<file path="src/rtl/pipe_credit_rx.sv">
// Receive-end buffer for a fixed-latency, credit-flow-controlled data pipe.
// Every arriving word is absorbed into a circular buffer and presented
// show-ahead to the consumer. One credit pulse is returned per consumed word.
// The producer never sends without a credit, so there is no back-pressure
// toward the pipe. A word that arrives when the buffer is full and nothing is
// popped in the same cycle is dropped, and the sticky overflow flag is raised.

module pipe_credit_rx #(
  parameter int unsigned DATA_W = 32,
  parameter int unsigned DEPTH  = 4,
  parameter int unsigned CNT_W  = $clog2(DEPTH) + 1
) (
  input  logic              clk,
  input  logic              reset,
  input  logic              i_valid,
  input  logic [DATA_W-1:0] i_data,
  output logic              o_valid,
  output logic [DATA_W-1:0] o_data,
  input  logic              i_ready,
  output logic              o_credit,
  output logic [CNT_W-1:0]  o_count,
  output logic              o_overflow
);

  localparam int unsigned PTR_W = CNT_W - 1;

  logic [DATA_W-1:0] r_mem [DEPTH];
  logic [PTR_W-1:0]  r_wr_ptr;
  logic [PTR_W-1:0]  r_rd_ptr;
  logic [CNT_W-1:0]  r_count;
  logic              r_credit;
  logic              r_overflow;

  logic              w_full;
  logic              w_pop;
  logic              w_push;
  logic              w_drop;
  logic [CNT_W-1:0]  w_count_next;

  // Handshake decode; everything here depends only on registered state plus
  // i_valid / i_ready, and none of it feeds o_valid or o_data.
  always_comb begin
    w_full = (r_count == CNT_W'(DEPTH));
    w_pop  = o_valid & i_ready;
    // A pop in the same cycle frees the slot the arriving word needs.
    w_push = i_valid & (~w_full | w_pop);
    w_drop = i_valid & w_full & ~w_pop;
  end

  // Occupancy next-state: a push and a pop together leave the count unchanged.
  always_comb begin
    w_count_next = r_count;
    unique case ({w_push, w_pop})
      2'b10:   w_count_next = r_count + 1'b1;
      2'b01:   w_count_next = r_count - 1'b1;
      default: w_count_next = r_count;
    endcase
  end

  // Pointers, count, credit pulse and sticky overflow, cleared by reset.
  always_ff @(posedge clk) begin
    if (reset) begin
      r_wr_ptr   <= '0;
      r_rd_ptr   <= '0;
      r_count    <= '0;
      r_credit   <= 1'b0;
      r_overflow <= 1'b0;
    end else begin
      if (w_push) r_wr_ptr <= r_wr_ptr + 1'b1;
      if (w_pop)  r_rd_ptr <= r_rd_ptr + 1'b1;
      r_count  <= w_count_next;
      r_credit <= w_pop;
      if (w_drop) r_overflow <= 1'b1;
    end
  end

  // Storage array; contents are don't-care after reset, so it is not cleared.
  always_ff @(posedge clk) begin
    if (w_push && !reset) r_mem[r_wr_ptr] <= i_data;
  end

  // Show-ahead outputs driven purely from registered state.
  always_comb begin
    o_valid    = (r_count != '0);
    o_data     = r_mem[r_rd_ptr];
    o_count    = r_count;
    o_credit   = r_credit;
    o_overflow = r_overflow;
  end

endmodule

</file>
<file path="config.mk">
export PLATFORM = sky130hd
export DESIGN_NAME = pipe_credit_rx
export DESIGN_NICKNAME = d
export VERILOG_FILES = /design/src/rtl/pipe_credit_rx.sv
export SDC_FILE = /design/constraint.sdc
export NUM_CORES = 1
export LEC_CHECK = 0
export CORE_ASPECT_RATIO = 0.9
export CORE_MARGIN = 2
export CORE_UTILIZATION = 49
export CTS_BUF_LIST = sky130_fd_sc_hd__clkbuf_16
export DETAILED_ROUTE_END_ITERATION = 7
export MAX_ROUTING_LAYER = met4
export PLACE_DENSITY = 0.74
export SKIP_LAST_GASP = 1
export SYNTH_ARGS = -nofsm -noshare
export SYNTH_HDL_FRONTEND = slang
export SYNTH_SLANG_ARGS = --single-unit
export TNS_END_PERCENT = 50
</file>
<file path="constraint.sdc">
create_clock -name clk -period 2.09 [get_ports clk]
set_input_delay 0.418 -clock clk [delete_from_list [all_inputs] [get_ports clk]]
set_output_delay 0.418 -clock clk [all_outputs]
set_load 0.1 [all_outputs]
</file>
==> results.ini, run 1 <==
[placement]
placedCellCount=448
io_buffer_count=73
globalplace.congestion=0.744
dpl.hpwl_um=6090

[clock_tree]
h-tree-depth=4
clock_latency_ns=0.42
root_buffer=clkbuf_16
post_cts.repair.setup_buffers=0
cts_num_sinks=139
clock_path_buffers=2
path_clk_slew_ns=0.06
cts_tree=done
numCtsBuffers=17
holdBufCountCts=0

[timing]
worst_pin_slew_ns=0.314
fmax_mhz=454
post-route-period-util_pct=105
finClkSkew_ns=0.00927
min_period_ns=2.20
drv_slew=0
hold_violations=0
setup_viol=32
fin_hold_ws_ns=0.500
slew_headroom_pct=78.7
setup_ws_ns=-0.112
rsz0062_at_grt=true

[critical_path]
worstSetupPathType=reg -> out
worstSetupStartpointType=flip-flop
arrival_ns=1.78
required_ns=1.67
cp.buffers_inverters=2
cp_cell_sequence=buf_12 -> mux4_2 -> buf_12
crit_path_frequent_cell=buf_12
crit_path_end_kind=primary output
timing.rr.start=o_count[2]$_SDFFE_PP0P_
crit_family=multiplexers
rr_worst_depth=6
cp_slowest_cell=mux4_2
path_max_fanout=12
cp_slowest_stage_delay_ns=0.57
cp.depth=3

[grt]
gr-usage-all-layers_pct=18.6
antenna_found_initial=0
grt_first_pass_wirelength_um=14900
gr-usage-met3_pct=5.11
gr-usage-met2_pct=29.8
use_met1_pct=22.5
top_usage_layer=met2
grt_pass1_vias=2725
gr-total-overflow=0
grt_max_degree=19

[worst_hold_path]
hold_class=reg -> reg
min_from=o_overflow$_SDFFE_PP0P_
holdPathStages=2

[layout]
antennaDiodeCount=0
final_nets=376
drive_above_1_share_pct=38.2
area_delta_synth_final_pct=37.0
fin_cells=481

[pwr]
vdd_drop_max_v=0.000600
p_per_area_nw_per_um2=1160
leakagePower_nw=2.45

[synth]
synth_simple_gate_area_share_pct=2.83
yosys.area_share.adder_pct=1.32
synth_area_leaders=edfxtp_1 73%, mux4_2 14%, dfxtp_1 4.2%, buf_12 1.1%, ha_1 0.94%
synth_compound_area_share_pct=2.05
synth_top_family_by_area=multiplexers
ys_warn_count=0
synthMuxAreaShare_pct=13.6
syn_inst=239
synth-xor-area-share_pct=0.661
yosysTopAreaCellShare_pct=72.5
syn_area_per_cell_um2=22.2
synth.largest_area_cell=edfxtp_1
synth_seq_cells=139
syn_nets=280
netlist_area_um2=5300
yosys.cell_types.count=33
ys_seq_area_share_pct=76.7

[floorplanning]
fp.dieH_um=103
start_util_pct=49.7
num_io_pins=74
dieArea_um2=11700
placementRows=36
die_w_um=114
core_um2=10700

[run_status]
status=finished with violations
violations=negative setup slack

[detailed_routing]
viasPerCell=5.37
first_iter_violations=107
dr.pass1.iters=4
vias=2584
drc=0
wl_per_cell_um=20.1
ant_nets=0
wirelength_um=9660

[run]
max-cap-violations=0

-- kinds of logic (layout without fill, tap and decap cells) --
family                   after synthesis  after routing
AO/OA/AOI/OAI                         16             16
XOR/XNOR                               4              4
adder cells (fa/ha/maj)                5              5
buffers and inverters                 19            128
flip-flops                           139            139
multiplexers                          32             32
AND/OR/NAND/NOR                       24             24
-- area by class of cell --
class                   count  area, µm²
flip-flops and latches    139       4080
fillers                   644       3410
repair buffers             90       1310
multi-input cells          81       1090
clock buffers              17        425
clock inverters            15        166
well taps                 133        166
inverters                   6       22.5
-- metal layers --
metal / routed length [µm] / share of wire (%) / up-vias
li1: - / - / 1172
met1: 4030 / 42 / 1332
met2: 5040 / 52 / 69
met3: 446 / 4.6 / 11
met4: 138 / 1.4 / 0
met5: 0 / 0 / -
-- layout by cell type, fill, tap and decap left out, drive strengths merged, types with 3 or more instances in the layout --
| cell type | netlist | routed |
|---|---|---|
| inv | 6 | 19 |
| dfxtp | 11 | 11 |
| or3 | 3 | 3 |
| clkbuf | 1 | 17 |
| and2 | 4 | 4 |
| mux4 | 32 | 32 |
| clkdlybuf4s50 | 0 | 35 |
| a21oi | 5 | 5 |
| xor2 | 3 | 3 |
| nor2 | 7 | 7 |
| buf | 12 | 55 |
| ha | 4 | 4 |
| edfxtp | 128 | 128 |
| o21ai | 3 | 3 |
| nand3 | 3 | 3 |
-- per-stage QoR --
stage / power, mW / setup slack, ns / util (%) / TNS, ns / instance area, µm²
floorplan: 4.78 / -0.0534 / - / -3.43 / 5320
global placement: 5.49 / 0.0919 / 62.1 / 0 / 6630
detailed placement: 5.51 / 0.0443 / 62.1 / 0 / 6630
CTS: 8.53 / -0.142 / 68.0 / -3.64 / 7260
global route: 8.73 / -0.168 / 68.0 / -4.45 / 7260
finish: 8.45 / -0.112 / 68.0 / -2.62 / 7260
-- flip-flops by register name, summed over array words and instances (netlist names), named ones only --
signal and cells:
r_wr_ptr 2, r_rd_ptr 2, r_mem 128, o_credit 1
o_overflow 1, o_count 3
-- cells in the mapped netlist --
| library cell | n |
|---|---|
| xor2_1 | 3 |
| nor4b_4 | 1 |
| o211ai_1 | 2 |
| nor3_2 | 1 |
| inv_1 | 5 |
| and2_1 | 4 |
| nand2b_1 | 1 |
| o2111ai_1 | 1 |
| a21oi_1 | 5 |
| xnor2_1 | 1 |
| nand3b_1 | 2 |
| nand3_1 | 3 |
| edfxtp_1 | 128 |
| buf_12 | 3 |
| o21ba_1 | 1 |
| buf_4 | 1 |
| buf_6 | 3 |
| buf_2 | 5 |
| fa_1 | 1 |
| or3_1 | 3 |
| ha_1 | 4 |
| or2_1 | 1 |
| dfxtp_1 | 11 |
| inv_2 | 1 |
| o311ai_1 | 1 |
| mux4_2 | 32 |
| o21ai_1 | 3 |
| nor2_1 | 7 |
| o31ai_2 | 1 |
| clkbuf_1 | 1 |
| o21bai_1 | 1 |
| nand2_1 | 1 |
| a31oi_1 | 1 |
-- path summary, 6_finish.rpt --
| check | slack (ns) | end |
|---|---|---|
| hold reg to reg | 0.50 | o_overflow$_SDFFE_PP0P_ |
| setup reg to reg | 0.35 | o_count[2]$_SDFFE_PP0P_ |
| hold / removal | 0.50 | o_overflow$_SDFFE_PP0P_ |
| setup / recovery | -0.11 | o_data[2] |
-- where the power goes --
group	leakage [nW]	internal, mW	switching, mW
sequential	1.26	3.14	0.0715
clock	0.292	1.71	1.25
combinational	0.904	0.863	1.42
-- worst register-to-register path, cell delays in order, from the launching register on --
cell and delay [ns]:
dfxtp_4 0.38, or3_4 0.40, nand3_1 0.12, fa_1 0.19, nand3b_1 0.10, or3_1 0.33, a31oi_1 0.16
-- timing repair --
item,CTS,global route
pin swaps,0,0
resized for setup,4,1
cloned,1,0
endpoints found under the setup margin,32,32
Power figures use the tool's default switching activity.
==> run 2: changes to the inputs <==
--- a/config.mk
+++ b/config.mk
@@ -7,11 +7,12 @@
 export LEC_CHECK = 0
 export CORE_ASPECT_RATIO = 0.9
 export CORE_MARGIN = 2
-export CORE_UTILIZATION = 49
+export CORE_UTILIZATION = 58
 export CTS_BUF_LIST = sky130_fd_sc_hd__clkbuf_16
+export CTS_CLUSTER_DIAMETER = 40
 export DETAILED_ROUTE_END_ITERATION = 7
 export MAX_ROUTING_LAYER = met4
-export PLACE_DENSITY = 0.74
+export PLACE_DENSITY = 0.82
 export SKIP_LAST_GASP = 1
 export SYNTH_ARGS = -nofsm -noshare
 export SYNTH_HDL_FRONTEND = slang
==> constraint.sdc (replaced) <==
create_clock -name clk -period 2.7 [get_ports clk]
set_input_delay 0.54 -clock clk [delete_from_list [all_inputs] [get_ports clk]]
set_output_delay 0.54 -clock clk [all_outputs]
set_load 0.1 [all_outputs]
==> results.ini, run 2 (synthesis gave the netlist of run 1 again) <==
[detailed_routing]
ant_nets=0
first_iter_violations=154
dr.pass1.iters=4
wirelength_um=9940
wl_per_cell_um=21.7
drc=0
vias=2587
viasPerCell=5.65

[floorplanning]
dieArea_um2=9920
core_um2=9000
num_io_pins=74
fp.dieH_um=94.7
placementRows=33
die_w_um=105
start_util_pct=58.9

[grt]
grt_pass1_vias=2738
gr-total-overflow=0
grt_max_degree=33
gr-usage-all-layers_pct=22.0
grt_first_pass_wirelength_um=15100
antenna_found_initial=0

[critical_path]
crit_path_end_kind=primary output
crit_family=multiplexers
arrival_ns=1.83
cp.buffers_inverters=2
cp_cell_sequence=buf_12 -> mux4_2 -> buf_12
cp_slowest_cell=mux4_2
crit_path_frequent_cell=buf_12
worstSetupPathType=reg -> out
worstSetupStartpointType=flip-flop
path_max_fanout=32
cp_slowest_stage_delay_ns=0.60
required_ns=2.16

[layout]
drive_above_1_share_pct=34.5
n_fill_cell=484
area_delta_synth_final_pct=31.7
antennaDiodeCount=0
layout_commonest_cell=edfxtp_1
final_nets=364
final_cell_mix=128 x edfxtp_1, 35 x clkdlybuf4s50_1, 33 x buf_12
max_flop_register=r_mem
fin_cells=458
largest_reg_flops=128

[pwr]
comb_power_share_pct=27.0
switching_share_pct=30.9
power_frac_seq_pct=39.1
p_per_area_nw_per_um2=908
vdd_drop_max_v=0.000547
clock_power_share_pct=33.9
internal_power_mw=4.38
leakagePower_nw=2.34
power.switching_mw=1.96

[timing]
setup_viol=0
hold_violations=0
post-route-period-util_pct=87.8
fin_hold_ws_ns=0.484
rsz0062_at_grt=false
slew_headroom_pct=41.0
fmax_mhz=422
worst_pin_slew_ns=0.885
drv_slew=0
finClkSkew_ns=0.00586
tns_ns=0
min_period_ns=2.37

[clock_tree]
path_clk_slew_ns=0.06
h-tree-depth=4
root_buffer=clkbuf_16
cts_num_sinks=139
clock_path_buffers=2
post_cts.repair.setup_buffers=0
holdBufCountCts=0
numCtsBuffers=17
clock_latency_ns=0.40
cts_resized=0
cts_tree=done

[run_status]
status=finished, final reports clean

[placement]
globalplace.congestion=0.778
dpl.hpwl_um=5680
io_buffer_count=73
placedCellCount=426

[worst_hold_path]
hold_class=reg -> reg

[run]
max-cap-violations=0

run 2: worst paths after layout:
path / start / cells past startpoint / end / slack, ns
max: flip-flop / 3 / o_data[7] / 0.33
min reg2reg: o_overflow$_SDFFE_PP0P_ / 2 / o_overflow$_SDFFE_PP0P_ / 0.48
min: o_overflow$_SDFFE_PP0P_ / 2 / o_overflow$_SDFFE_PP0P_ / 0.48
max reg2reg: o_count[0]$_SDFFE_PP0P_ / 3 / r_mem[0][28]$_DFFE_PP_ / 0.59
run 2: power groups by stage:
stage          Sequential, mW  Clock (mW)  Combinational [mW]
4_1_cts                  2.48        2.18                1.73
6_report                 2.48        2.15                1.71
3_5_place_dp             2.52           0                1.72
2_1_floorplan            2.56           0                1.13
5_1_grt                  2.48        2.27                1.76
3_3_place_gp             2.51           0                1.70
run 2: final cells by class:
cell class / instances / area (µm²) / area share [%]
Tap cell: 122 / 153 / 2.19
Timing Repair Buffer: 78 / 1090 / 15.6
Inverter: 6 / 22.5 / 0.323
Clock buffer: 17 / 425 / 6.09
Clock inverter: 15 / 136 / 1.95
Sequential cell: 139 / 4070 / 58.3
Multi-Input combinational cell: 81 / 1090 / 15.6
run 2: layer usage:
metal / routed length, µm / GRT usage [%] / vias up / part of all wire (%)
met3: 705 / 6.56 / 10 / 7.1
met5: 0 / - / - / 0
li1: - / - / 1144 / -
met2: 5340 / 36.4 / 106 / 54
met1: 3810 / 26.6 / 1327 / 38
met4: 82 / 6.89 / 0 / 0.83
run 2: worst min-delay path, delay by kind of cell (launching register included):
family,cells,cell delay [ns]
and+or+nand+nor,1,0.08
AOI/OAI and AO/OA,1,0.04
DFF,1,0.33
run 2: per-stage QoR:
step	utilization, %	total power, mW	setup WS, ns	cell area [µm²]
global placement	71.3	4.21	0.209	6420
floorplan	-	3.69	0.0176	5300
CTS	77.6	6.38	0.300	6980
detailed placement	71.3	4.24	0.132	6420
finish	77.6	6.34	0.328	6980
global route	77.6	6.52	0.275	6980
